<file path="src/rtl/alu_disp_pkg.sv">
// -----------------------------------------------------------------------------
// alu_disp_pkg
// Shared definitions for the ALU-result display path: converter FSM states,
// default datapath sizes and the ALU divide-by-zero sentinel value.
// -----------------------------------------------------------------------------
package alu_disp_pkg;

    typedef enum logic [1:0] {
        IDLE = 2'd0,
        CONV = 2'd1,
        DONE = 2'd2
    } state_t;

    localparam int ALU_W      = 32;
    localparam int BCD_DIGITS = 10;

    // All-ones ALU result; the ALU emits this on divide by zero.
    localparam logic [ALU_W-1:0] ERR_SENTINEL = 32'hFFFF_FFFF;

    // Smallest digit count able to hold 2**width-1, i.e. ceil(width*log10(2)).
    // log10(2) is approximated as 0.30103, which is exact enough for any
    // practical ALU width.
    function automatic int bcd_min_digits(input int width);
        return (width * 30103 + 99999) / 100000;
    endfunction

endpackage : alu_disp_pkg

</file>
<file path="src/rtl/bcd_add3.sv">
// -----------------------------------------------------------------------------
// bcd_add3
// Combinational add-3 correction for one BCD digit of the double-dabble
// converter: a digit of 5 or more gets +3 so that the following left shift
// carries correctly into the next decimal digit.
//
// Ports:
//   din  - 4-bit BCD digit before correction
//   dout - corrected digit (din >= 5 ? din + 3 : din)
// -----------------------------------------------------------------------------
module bcd_add3 (
    input  logic [3:0] din,
    output logic [3:0] dout
);

    always_comb begin
        dout = din;
        if (din >= 4'd5) begin
            dout = din + 4'd3;
        end
    end

endmodule : bcd_add3

</file>
<file path="src/rtl/bin_to_bcd_seq.sv">
// -----------------------------------------------------------------------------
// bin_to_bcd_seq
// Sequential binary-to-BCD converter (shift-and-add-3, one input bit per
// clock). Takes the ALU result over a valid/ready handshake, converts it in
// WIDTH cycles and presents packed BCD digits, a leading-zero significance
// mask and the divide-by-zero error flag to the 7-segment display driver.
//
// Ports:
//   clk       - system clock, rising edge
//   rst_n     - asynchronous active-low reset
//   in_data   - binary value to convert (ALU result)
//   in_valid  - in_data is valid
//   in_ready  - converter can accept (high only in IDLE)
//   bcd       - packed BCD result, digit 0 (units) in bcd[3:0]
//   digit_nz  - digit_nz[i] = 1 when digit i or any higher digit is nonzero;
//               digit_nz[0] is always 1 so zero displays as "0"
//   err       - captured input was the all-ones error sentinel
//   out_valid - bcd / digit_nz / err are valid
//   out_ready - downstream accepts the result
// -----------------------------------------------------------------------------
module bin_to_bcd_seq
    import alu_disp_pkg::*;
#(
    parameter int WIDTH      = ALU_W,
    parameter int DIGITS     = BCD_DIGITS,
    parameter bit ERR_DETECT = 1'b1
) (
    input  logic                  clk,
    input  logic                  rst_n,
    input  logic [WIDTH-1:0]      in_data,
    input  logic                  in_valid,
    output logic                  in_ready,
    output logic [4*DIGITS-1:0]   bcd,
    output logic [DIGITS-1:0]     digit_nz,
    output logic                  err,
    output logic                  out_valid,
    input  logic                  out_ready
);

    localparam int BCD_W = 4 * DIGITS;
    localparam int CNT_W = (WIDTH > 1) ? $clog2(WIDTH) : 1;
    localparam logic [CNT_W-1:0] CNT_LAST = CNT_W'(WIDTH - 1);

    // Elaboration-time sanity: too few digits would silently overflow.
    if (DIGITS < bcd_min_digits(WIDTH)) begin : g_digits_too_small
        $error("bin_to_bcd_seq: DIGITS=%0d too small for WIDTH=%0d", DIGITS, WIDTH);
    end
    if (WIDTH < 2) begin : g_width_too_small
        $error("bin_to_bcd_seq: WIDTH must be at least 2");
    end

    state_t             state_q,     state_d;
    logic [WIDTH-1:0]   shreg_q,     shreg_d;
    logic [BCD_W-1:0]   acc_q,       acc_d;
    logic [CNT_W-1:0]   cnt_q,       cnt_d;
    logic               err_cap_q,   err_cap_d;
    logic [BCD_W-1:0]   bcd_q,       bcd_d;
    logic [DIGITS-1:0]  digit_nz_q,  digit_nz_d;
    logic               err_q,       err_d;
    logic               out_valid_q, out_valid_d;

    logic [BCD_W-1:0]   acc_adj;
    logic [BCD_W-1:0]   acc_shift;
    logic [WIDTH-1:0]   shreg_shift;
    logic [DIGITS-1:0]  nz_mask;
    logic               nz_seen;

    // Per-digit add-3 correction, applied before this cycle's shift.
    for (genvar gi = 0; gi < DIGITS; gi++) begin : g_add3
        bcd_add3 u_add3 (
            .din  (acc_q[4*gi +: 4]),
            .dout (acc_adj[4*gi +: 4])
        );
    end

    // The shreg MSB shifts into the BCD units digit.
    assign acc_shift   = {acc_adj[BCD_W-2:0], shreg_q[WIDTH-1]};
    assign shreg_shift = {shreg_q[WIDTH-2:0], 1'b0};

    // Significance mask of the post-shift accumulator, scanned from the
    // most significant digit down.
    always_comb begin
        nz_mask = '0;
        nz_seen = 1'b0;
        for (int i = DIGITS - 1; i >= 0; i--) begin
            nz_seen    = nz_seen | (acc_shift[4*i +: 4] != 4'd0);
            nz_mask[i] = nz_seen;
        end
        nz_mask[0] = 1'b1;
    end

    always_comb begin
        state_d     = state_q;
        shreg_d     = shreg_q;
        acc_d       = acc_q;
        cnt_d       = cnt_q;
        err_cap_d   = err_cap_q;
        bcd_d       = bcd_q;
        digit_nz_d  = digit_nz_q;
        err_d       = err_q;
        out_valid_d = out_valid_q;

        unique case (state_q)
            IDLE: begin
                if (in_valid) begin
                    shreg_d   = in_data;
                    acc_d     = '0;
                    cnt_d     = '0;
                    err_cap_d = ERR_DETECT && (in_data == {WIDTH{1'b1}});
                    state_d   = CONV;
                end
            end
            CONV: begin
                acc_d   = acc_shift;
                shreg_d = shreg_shift;
                cnt_d   = cnt_q + 1'b1;
                if (cnt_q == CNT_LAST) begin
                    bcd_d       = acc_shift;
                    digit_nz_d  = nz_mask;
                    err_d       = err_cap_q;
                    out_valid_d = 1'b1;
                    cnt_d       = '0;
                    state_d     = DONE;
                end
            end
            DONE: begin
                if (out_ready) begin
                    out_valid_d = 1'b0;
                    state_d     = IDLE;
                end
            end
            default: begin
                state_d = IDLE;
            end
        endcase
    end

    always_ff @(posedge clk or negedge rst_n) begin
        if (!rst_n) begin
            state_q     <= IDLE;
            shreg_q     <= '0;
            acc_q       <= '0;
            cnt_q       <= '0;
            err_cap_q   <= 1'b0;
            bcd_q       <= '0;
            digit_nz_q  <= '0;
            err_q       <= 1'b0;
            out_valid_q <= 1'b0;
        end else begin
            state_q     <= state_d;
            shreg_q     <= shreg_d;
            acc_q       <= acc_d;
            cnt_q       <= cnt_d;
            err_cap_q   <= err_cap_d;
            bcd_q       <= bcd_d;
            digit_nz_q  <= digit_nz_d;
            err_q       <= err_d;
            out_valid_q <= out_valid_d;
        end
    end

    assign in_ready  = (state_q == IDLE);
    assign bcd       = bcd_q;
    assign digit_nz  = digit_nz_q;
    assign err       = err_q;
    assign out_valid = out_valid_q;

endmodule : bin_to_bcd_seq

</file>
<file path="config.mk">
export PLATFORM = sky130hd
export DESIGN_NAME = bin_to_bcd_seq
export DESIGN_NICKNAME = d
export VERILOG_FILES = /design/src/rtl/alu_disp_pkg.sv /design/src/rtl/bcd_add3.sv /design/src/rtl/bin_to_bcd_seq.sv
export SDC_FILE = /design/constraint.sdc
export NUM_CORES = 1
export LEC_CHECK = 0
export ABC_AREA = 1
export CAP_MARGIN = 20
export CORE_ASPECT_RATIO = 1.4
export CORE_MARGIN = 2
export CORE_UTILIZATION = 44
export DETAILED_ROUTE_END_ITERATION = 10
export GPL_TIMING_DRIVEN = 0
export PLACE_DENSITY = 0.74
export SLEW_MARGIN = 20
export SYNTH_ARGS = -nofsm -noshare
export SYNTH_HDL_FRONTEND = slang
export SYNTH_SLANG_ARGS = --single-unit
export TNS_END_PERCENT = 5
</file>
<file path="constraint.sdc">
create_clock -name clk -period 2.7 [get_ports clk]
set_input_delay 0.27 -clock clk [delete_from_list [all_inputs] [get_ports clk]]
set_output_delay 0.27 -clock clk [all_outputs]
set_load 0.03 [all_outputs]
</file>
==> metrics.md, run 1 <==
| Metric | Value |
|---|---|
| Top Family by Delay on Critical Path | `simple AND/OR/NAND/NOR gates` |
| Chip height | `146 um` |
| Register area | `0.00330 mm^2` |
| Setup TNS | `0 ps` |
| Hold Vio Cnt, Final | `0` |
| WL/cell | `14.1 um` |
| Total track usage | `20.2%` |
| PostCTS Resize Cnt | `0` |
| Placed cell area | `0.00749 mm^2` |
| Effective utilization at floorplan | `45.4%` |
| Layout cell share with drive strength beyond 1 | `6.97%` |
| Reg2reg path depth | `14` |
| Critical Path Source | `acc_q[32]$_DFFE_PN0P_` |
| Antenna violations before repair | `0` |
| Peak VDD IR | `0.527 mV` |
| First-pass GRT wire length | `25000 um` |
| Slew margin rel. | `60.7%` |
| Die area | `0.0154 mm^2` |
| Nets | `894` |
| Design area | `0.00805 mm^2` |
| Slew Limit Fails | `0` |
| Diode count | `0` |
| Final setup viols | `0` |
| Clk_skew | `6.38 ps` |
| Clock Sinks | `132` |
| CP endpoint kind | `flip-flop` |
| Multi-input logic area | `0.00249 mm^2` |
| Placed cells | `1001` |
| H-tree lvl count | `4` |
| Critical path, cell by cell | `inv_1, ha_1, inv_1, nand2_2, nand2_1, nand3_1, nand2_1, nor2_1, nand2_1, nor2_1, nand4_1, nor2_2, nand3_1, o21a_1` |
| CP peak stage delay | `400 ps` |
| DRC | `0` |
| Buffers on Ports | `88` |
| Critical path peak fanout | `5` |
| R2r setup slk | `370 ps` |
| Clock root cell | `clkbuf_16` |
| RSZ-0062 raised after global routing | `false` |
| Most common cell on crit path | `nand2_1` |
| Vias in the first global route | `5420` |
| Crit path depth | `14` |
| Final Non-Filler Cells | `1031` |
| Seq/Total Area, Yosys | `52.1%` |
| CP Data Required Time | `3000 ps` |
| TritonCTS buffer count | `17` |
| Hold Path Class | `in2async` |
| Slowest cell on crit path | `dfrtp_1` |
| Max clock buf depth | `2` |
| GRT Residual Overflow | `0` |
| TritonCTS clock tree | `built` |
| Area delta synth->final | `26.8%` |
| Total of max-cap violations | `0` |
| Worst Path Buf+Inv | `2` |
| Netlist cell types | `34` |
| Placement Rows | `51` |
| Pin count of the biggest net entering global routing | `80` |
| Setup CP Type | `reg2reg` |
| Detail Route Antenna Nets | `0` |
| Vias | `5357` |
| Clock transition at path regs | `50 ps` |
| DR iter-0 viols | `287` |
| Avg Inst Size Synth | `8.72 um^2` |
| Post-CTS setup repair buffer count | `0` |
| Reg2reg start | `acc_q[32]$_DFFE_PN0P_` |
| Synthesized flop and latch total | `132` |
| Critical path startpoint category | `flip-flop` |
| Core Region | `0.0140 mm^2` |
| Fmax | `0.429 GHz` |
| Worst Path Arrival | `2630 ps` |
| Final WL | `14600 um` |
| Crit path capture | `digit_nz[2]$_DFFE_PN0P_` |
| 1st-pass router iterations | `4` |
| Final min period | `2330 ps` |
| LEAKAGE | `3.82 nW` |
| Syn_nets | `785` |
| Period utilization | `86.3%` |
| Mapped Area | `0.00634 mm^2` |
| CTS Hold Bufs | `1` |
| Synth warnings | `0` |
| Gpl congestion | `0.861` |
| PD cells | `1300 mW/mm^2` |
| Status | `finished, final reports clean` |
| Critical R2R Capture | `digit_nz[2]$_DFFE_PN0P_` |
| Routed vias/inst | `5.20` |
| Slew @ Worst Pin | `590 ps` |
| Layout fillers | `1213` |
| Mapped Cells | `727` |
| # IOs | `89` |
| Worst-Skew Late Latency | `410 ps` |
| Width of the die | `105 um` |
| HPWL after detailed placement | `10400 um` |
-- state kept, by name (all words and copies together) (netlist names) --
name / count
out_valid: 1
shreg_q: 32
bcd: 40
state_q: 2
acc_q: 40
err: 1
cnt_q: 5
err_cap_q: 1
digit_nz: 10
-- power breakdown --
group	internal, mW	switching, mW
Sequential	2.85	0.476
Clock	1.38	0.787
Combinational	1.86	3.13
-- synthesized netlist by cell type --
cell / number / area, um^2
a21oi_1: 11 / 55.1
a22o_1: 1 / 8.76
a32o_1: 1 / 10.0
and2_1: 3 / 18.8
buf_1: 1 / 3.75
buf_2: 9 / 45.0
clkbuf_1: 22 / 82.6
dfrtp_1: 132 / 3300
ha_1: 22 / 275
inv_1: 104 / 390
inv_2: 7 / 26.3
nand2_1: 152 / 571
nand2_2: 2 / 12.5
nand2_4: 1 / 11.3
nand3_1: 15 / 75.1
nand3_2: 2 / 20.0
nand4_1: 16 / 100
nor2_1: 19 / 71.3
nor2_2: 2 / 12.5
nor2_4: 1 / 11.3
nor3_1: 2 / 10.0
nor3_2: 1 / 10.0
nor4_1: 5 / 31.3
o211ai_1: 32 / 240
o21a_1: 5 / 37.5
o21ai_0: 98 / 490
o21ai_1: 6 / 30.0
o21ai_2: 1 / 8.76
o21ai_4: 1 / 16.3
o22ai_1: 40 / 250
or2_2: 3 / 18.8
or2_4: 1 / 8.76
xor2_1: 8 / 70.1
xor2_2: 1 / 16.3
-- worst min path at each step --
stage                             from                       to  slack, ps  cells after the start
6_report                         rst_n  shreg_q[10]$_DFFE_PN0P_        360                      2
2_1_floorplan                    rst_n     acc_q[0]$_DFFE_PN0P_        -30                      0
4_1_cts                          rst_n  shreg_q[10]$_DFFE_PN0P_        370                      2
5_1_grt                          rst_n   shreg_q[9]$_DFFE_PN0P_        380                      2
3_3_place_gp   digit_nz[0]$_DFFE_PN0P_  digit_nz[0]$_DFFE_PN0P_        450                      1
3_5_place_dp                     rst_n  shreg_q[10]$_DFFE_PN0P_        220                      1
-- per-stage QoR --
stage | power, mW | util (%) | setup slack, ps | hold slack (ps)
6_report | 10.5 | 57.6 | 371 | 358
5_1_grt | 11.4 | 57.6 | 216 | 384
4_1_cts | 10.5 | 57.6 | 447 | 375
3_5_place_dp | 8.31 | 53.6 | 450 | 217
3_3_place_gp | 8.16 | 53.3 | -3870 | 453
2_1_floorplan | 6.78 | - | 816 | -25.6
-- cells in the final DEF, fill, tap and decap left out, drive strengths merged, types with 3 or more instances in the layout --
| cell | Yosys | routed |
|---|---|---|
| a21oi | 11 | 11 |
| and2 | 3 | 3 |
| buf | 10 | 12 |
| clkbuf | 22 | 45 |
| clkdlybuf4s50 | 0 | 87 |
| clkinv | 0 | 4 |
| dfrtp | 132 | 132 |
| ha | 22 | 22 |
| inv | 111 | 111 |
| nand2 | 155 | 155 |
| nand3 | 17 | 17 |
| nand4 | 16 | 16 |
| nor2 | 22 | 22 |
| nor3 | 3 | 3 |
| nor4 | 5 | 5 |
| o211ai | 32 | 32 |
| o21a | 5 | 5 |
| o21ai | 106 | 106 |
| o22ai | 40 | 40 |
| or2 | 4 | 4 |
| xor2 | 9 | 9 |
-- area by class of cell --
type                            instances  share of cell area (%)
Clock buffer                           23                    5.82
Buffer                                 32                    1.63
Sequential cell                       132                    41.1
Clock inverter                          6                   0.995
Inverter                              111                    5.18
Tap cell                              185                    2.88
Timing Repair Buffer                   90                    11.5
Multi-Input combinational cell        452                    31.0
-- cells by family after synthesis --
logic type,count (synthesis),synth area share (%)
AOI/OAI and AO/OA,196,18.1
xor gates and xnor gates,9,1.36
adders and majority gates,22,4.34
buffers and inverters,143,8.64
DFF,132,52.1
and+or+nand+nor,225,15.5
-- metal layers --
layer  track usage, %  routed length (um)  vias up
met5                0                   0        -
met2             34.6                7460      133
met4             8.53                 311        0
met1             23.9                6200     2550
met3             5.04                 611       30
li1                 -                   -     2644
-- worst reg2reg max path: cells and delay by family, from the launching register on --
family                   cells  cell delay, ps
AND/OR/NAND/NOR             10            1260
flip-flops                   1             400
adder cells (fa/ha/maj)      1             230
buffers and inverters        2             190
AO/OA/AOI/OAI                1             130
Note: power is estimated with default switching activity, not from simulation.
==> run 2: changes to the inputs <==
--- a/config.mk
+++ b/config.mk
@@ -13,7 +13,6 @@
 export DETAILED_ROUTE_END_ITERATION = 10
 export GPL_TIMING_DRIVEN = 0
 export PLACE_DENSITY = 0.74
-export SLEW_MARGIN = 20
 export SYNTH_ARGS = -nofsm -noshare
 export SYNTH_HDL_FRONTEND = slang
 export SYNTH_SLANG_ARGS = --single-unit
==> run 2 against run 1 <==
Sequential power hardly changed. Highest routed layer unchanged. Clock skew hardly changed. Routed wire length hardly changed. Global-route usage stayed put. Combinational power hardly changed. Critical path type unchanged. Largest power group unchanged. Cell count stayed put. Fmax is 0.16% higher.
==> metrics.md, run 2 (synthesis results as in run 1) <==
| Metric | Value |
|---|---|
| Clock Sinks | `132 (unchanged)` |
| # IOs | `89 (unchanged)` |
| Width of the die | `105 um (unchanged)` |
| Vias in the first global route | `5420 (unchanged)` |
| Hold Vio Cnt, Final | `0 (unchanged)` |
| Internal Pwr Total | `6.10 mW (about the same)` |
| Total of max-cap violations | `0 (unchanged)` |
| H-tree lvl count | `4 (unchanged)` |
| Reg2reg start | `acc_q[32]$_DFFE_PN0P_ (unchanged)` |
| Peak VDD IR | `0.527 mV (about the same)` |
| Gpl congestion | `0.861 (unchanged)` |
| Core Region | `0.0140 mm^2 (unchanged)` |
| Setup TNS | `0 ps (unchanged)` |
| Diode count | `0 (unchanged)` |
| Critical path startpoint category | `flip-flop (unchanged)` |
| Switching share of power | `41.9% (about the same)` |
| Worst Path Arrival | `2620 ps (was 2630 ps)` |
| CP Data Required Time | `3000 ps (about the same)` |
| Fmax | `0.430 GHz (was 0.429 GHz)` |
| Nets | `894 (unchanged)` |
| Effective utilization at floorplan | `45.4% (unchanged)` |
| Slew Limit Fails | `0 (unchanged)` |
| Max clock buf depth | `2 (unchanged)` |
| RSZ-0062 raised after global routing | `false (unchanged)` |
| Clk network pwr share | `20.7% (about the same)` |
| Sequential share of power | `31.7% (about the same)` |
| Setup CP Type | `reg2reg (unchanged)` |
| R2r setup slk | `370 ps (about the same)` |
| Antenna violations before repair | `0 (unchanged)` |
| Final setup viols | `0 (unchanged)` |
| Detail Route Antenna Nets | `0 (unchanged)` |
| Total track usage | `20.2% (unchanged)` |
| Pin count of the biggest net entering global routing | `80 (unchanged)` |
| Chip height | `146 um (unchanged)` |
| Logic gate share of total power | `47.6% (about the same)` |
| Routed vias/inst | `5.18 (was 5.20)` |
| Final min period | `2330 ps (about the same)` |
| Buffers on Ports | `88 (unchanged)` |
| Worst-Skew Late Latency | `410 ps (about the same)` |
| 1st-pass router iterations | `4 (unchanged)` |
| Clk_skew | `6.41 ps (was 6.38 ps)` |
| HPWL after detailed placement | `10400 um (about the same)` |
| Vias | `5345 (was 5357)` |
| Critical Path Source | `acc_q[32]$_DFFE_PN0P_ (unchanged)` |
| TritonCTS clock tree | `built (unchanged)` |
| Clock transition at path regs | `50 ps (about the same)` |
| GRT Residual Overflow | `0 (unchanged)` |
| Critical path peak fanout | `5 (unchanged)` |
| LEAKAGE | `3.82 nW (about the same)` |
| Slew margin rel. | `60.7% (about the same)` |
| Crit path capture | `digit_nz[2]$_DFFE_PN0P_ (unchanged)` |
| WL/cell | `14.1 um (about the same)` |
| Most frequent cells in the layout | `nand2_1 (152), dfrtp_1 (132), inv_1 (104) (unchanged)` |
| PostCTS Resize Cnt | `0 (unchanged)` |
| Clock root cell | `clkbuf_16 (unchanged)` |
| Placement Rows | `51 (unchanged)` |
| Placed cells | `1001 (unchanged)` |
| Post-CTS setup repair buffer count | `0 (unchanged)` |
| Leading cell type in the layout, fill and taps excluded | `nand2_1 (unchanged)` |
| TritonCTS buffer count | `17 (unchanged)` |
| Critical R2R Capture | `digit_nz[2]$_DFFE_PN0P_ (unchanged)` |
| DRC | `0 (unchanged)` |
| DR iter-0 viols | `287 (unchanged)` |
| First-pass GRT wire length | `25000 um (unchanged)` |
| Final core occ | `57.5% (was 57.6%)` |
| PD cells | `1300 mW/mm^2 (about the same)` |
| Final Non-Filler Cells | `1031 (unchanged)` |
| Reg2reg path depth | `14 (unchanged)` |
| Area delta synth->final | `26.8% (about the same)` |
| P_sw | `4.39 mW (about the same)` |
| Status | `finished, final reports clean (unchanged)` |
| CP endpoint kind | `flip-flop (unchanged)` |
| Hold_ws | `377 ps (was 358 ps)` |
| Final WL | `14600 um (about the same)` |
| Die area | `0.0154 mm^2 (unchanged)` |
| Hold Path Class | `in2async (unchanged)` |
| Slew @ Worst Pin | `590 ps (about the same)` |
| Layout cell share with drive strength beyond 1 | `6.97% (unchanged)` |
| Period utilization | `86.1% (was 86.3%)` |
run 2: layout make-up:
class / count / area (um^2)
Sequential cell: 132 / 3300
Clock inverter: 6 / 80.1
Multi-Input combinational cell: 452 / 2490
Tap cell: 185 / 231
Fill cell: 1214 / 5930
Inverter: 111 / 417
Timing Repair Buffer: 90 / 920
Clock buffer: 23 / 468
Buffer: 32 / 131
run 2: worst max-delay path, cell delays in order, from the launching register on:
cell and delay [ps]:
dfrtp_1 400, inv_1 120, ha_1 230, inv_1 70
nand2_2 90, nand2_1 60, nand3_1 80, nand2_1 70
nor2_1 120, nand2_1 120, nor2_1 180, nand4_1 190
nor2_2 220, nand3_1 130, o21a_1 130
run 2: power by group through the flow:
| stage | combinational (mW) | clock (mW) | sequential (mW) |
|---|---|---|---|
| 2_1_floorplan | 3.02 | 0 | 3.76 |
| 3_3_place_gp | 4.83 | 0 | 3.32 |
| 3_5_place_dp | 4.96 | 0 | 3.35 |
| 4_1_cts | 5.00 | 2.20 | 3.33 |
| 5_1_grt | 5.63 | 2.29 | 3.43 |
| 6_report | 4.99 | 2.17 | 3.33 |
run 2: through the flow:
stage               area [um^2]  total power, mW  setup slack (ps)
finish                     8040             10.5               374
global route               8040             11.3               216
CTS                        8040             10.5               447
detailed placement         7480             8.31               450
global placement           7450             8.16             -3870
floorplan                  6340             6.78               816
run 2: worst min-delay path by stage:
stage,from,endpoint,depth (start not counted)
2_1_floorplan,rst_n,acc_q[0]$_DFFE_PN0P_,0
3_3_place_gp,digit_nz[0]$_DFFE_PN0P_,digit_nz[0]$_DFFE_PN0P_,1
3_5_place_dp,rst_n,shreg_q[10]$_DFFE_PN0P_,1
4_1_cts,rst_n,shreg_q[10]$_DFFE_PN0P_,2
5_1_grt,rst_n,shreg_q[9]$_DFFE_PN0P_,2
6_report,rst_n,shreg_q[10]$_DFFE_PN0P_,2
run 2: what timing repair did:
item | CTS | global route
hold buffers | 1 | 0
endpoints found under the setup margin | 0 | 0
hold endpoints to repair | 53 | 0
run 2: per-layer routing:
metal / GRT usage [%] / routed length, um / share of wire, % / vias to the layer above
li1: - / - / - / 2643
met1: 23.9 / 6210 / 43 / 2540
met2: 34.6 / 7470 / 51 / 136
met3: 5.04 / 611 / 4.2 / 26
met4: 8.53 / 292 / 2.0 / 0
met5: 0 / 0 / 0 / -
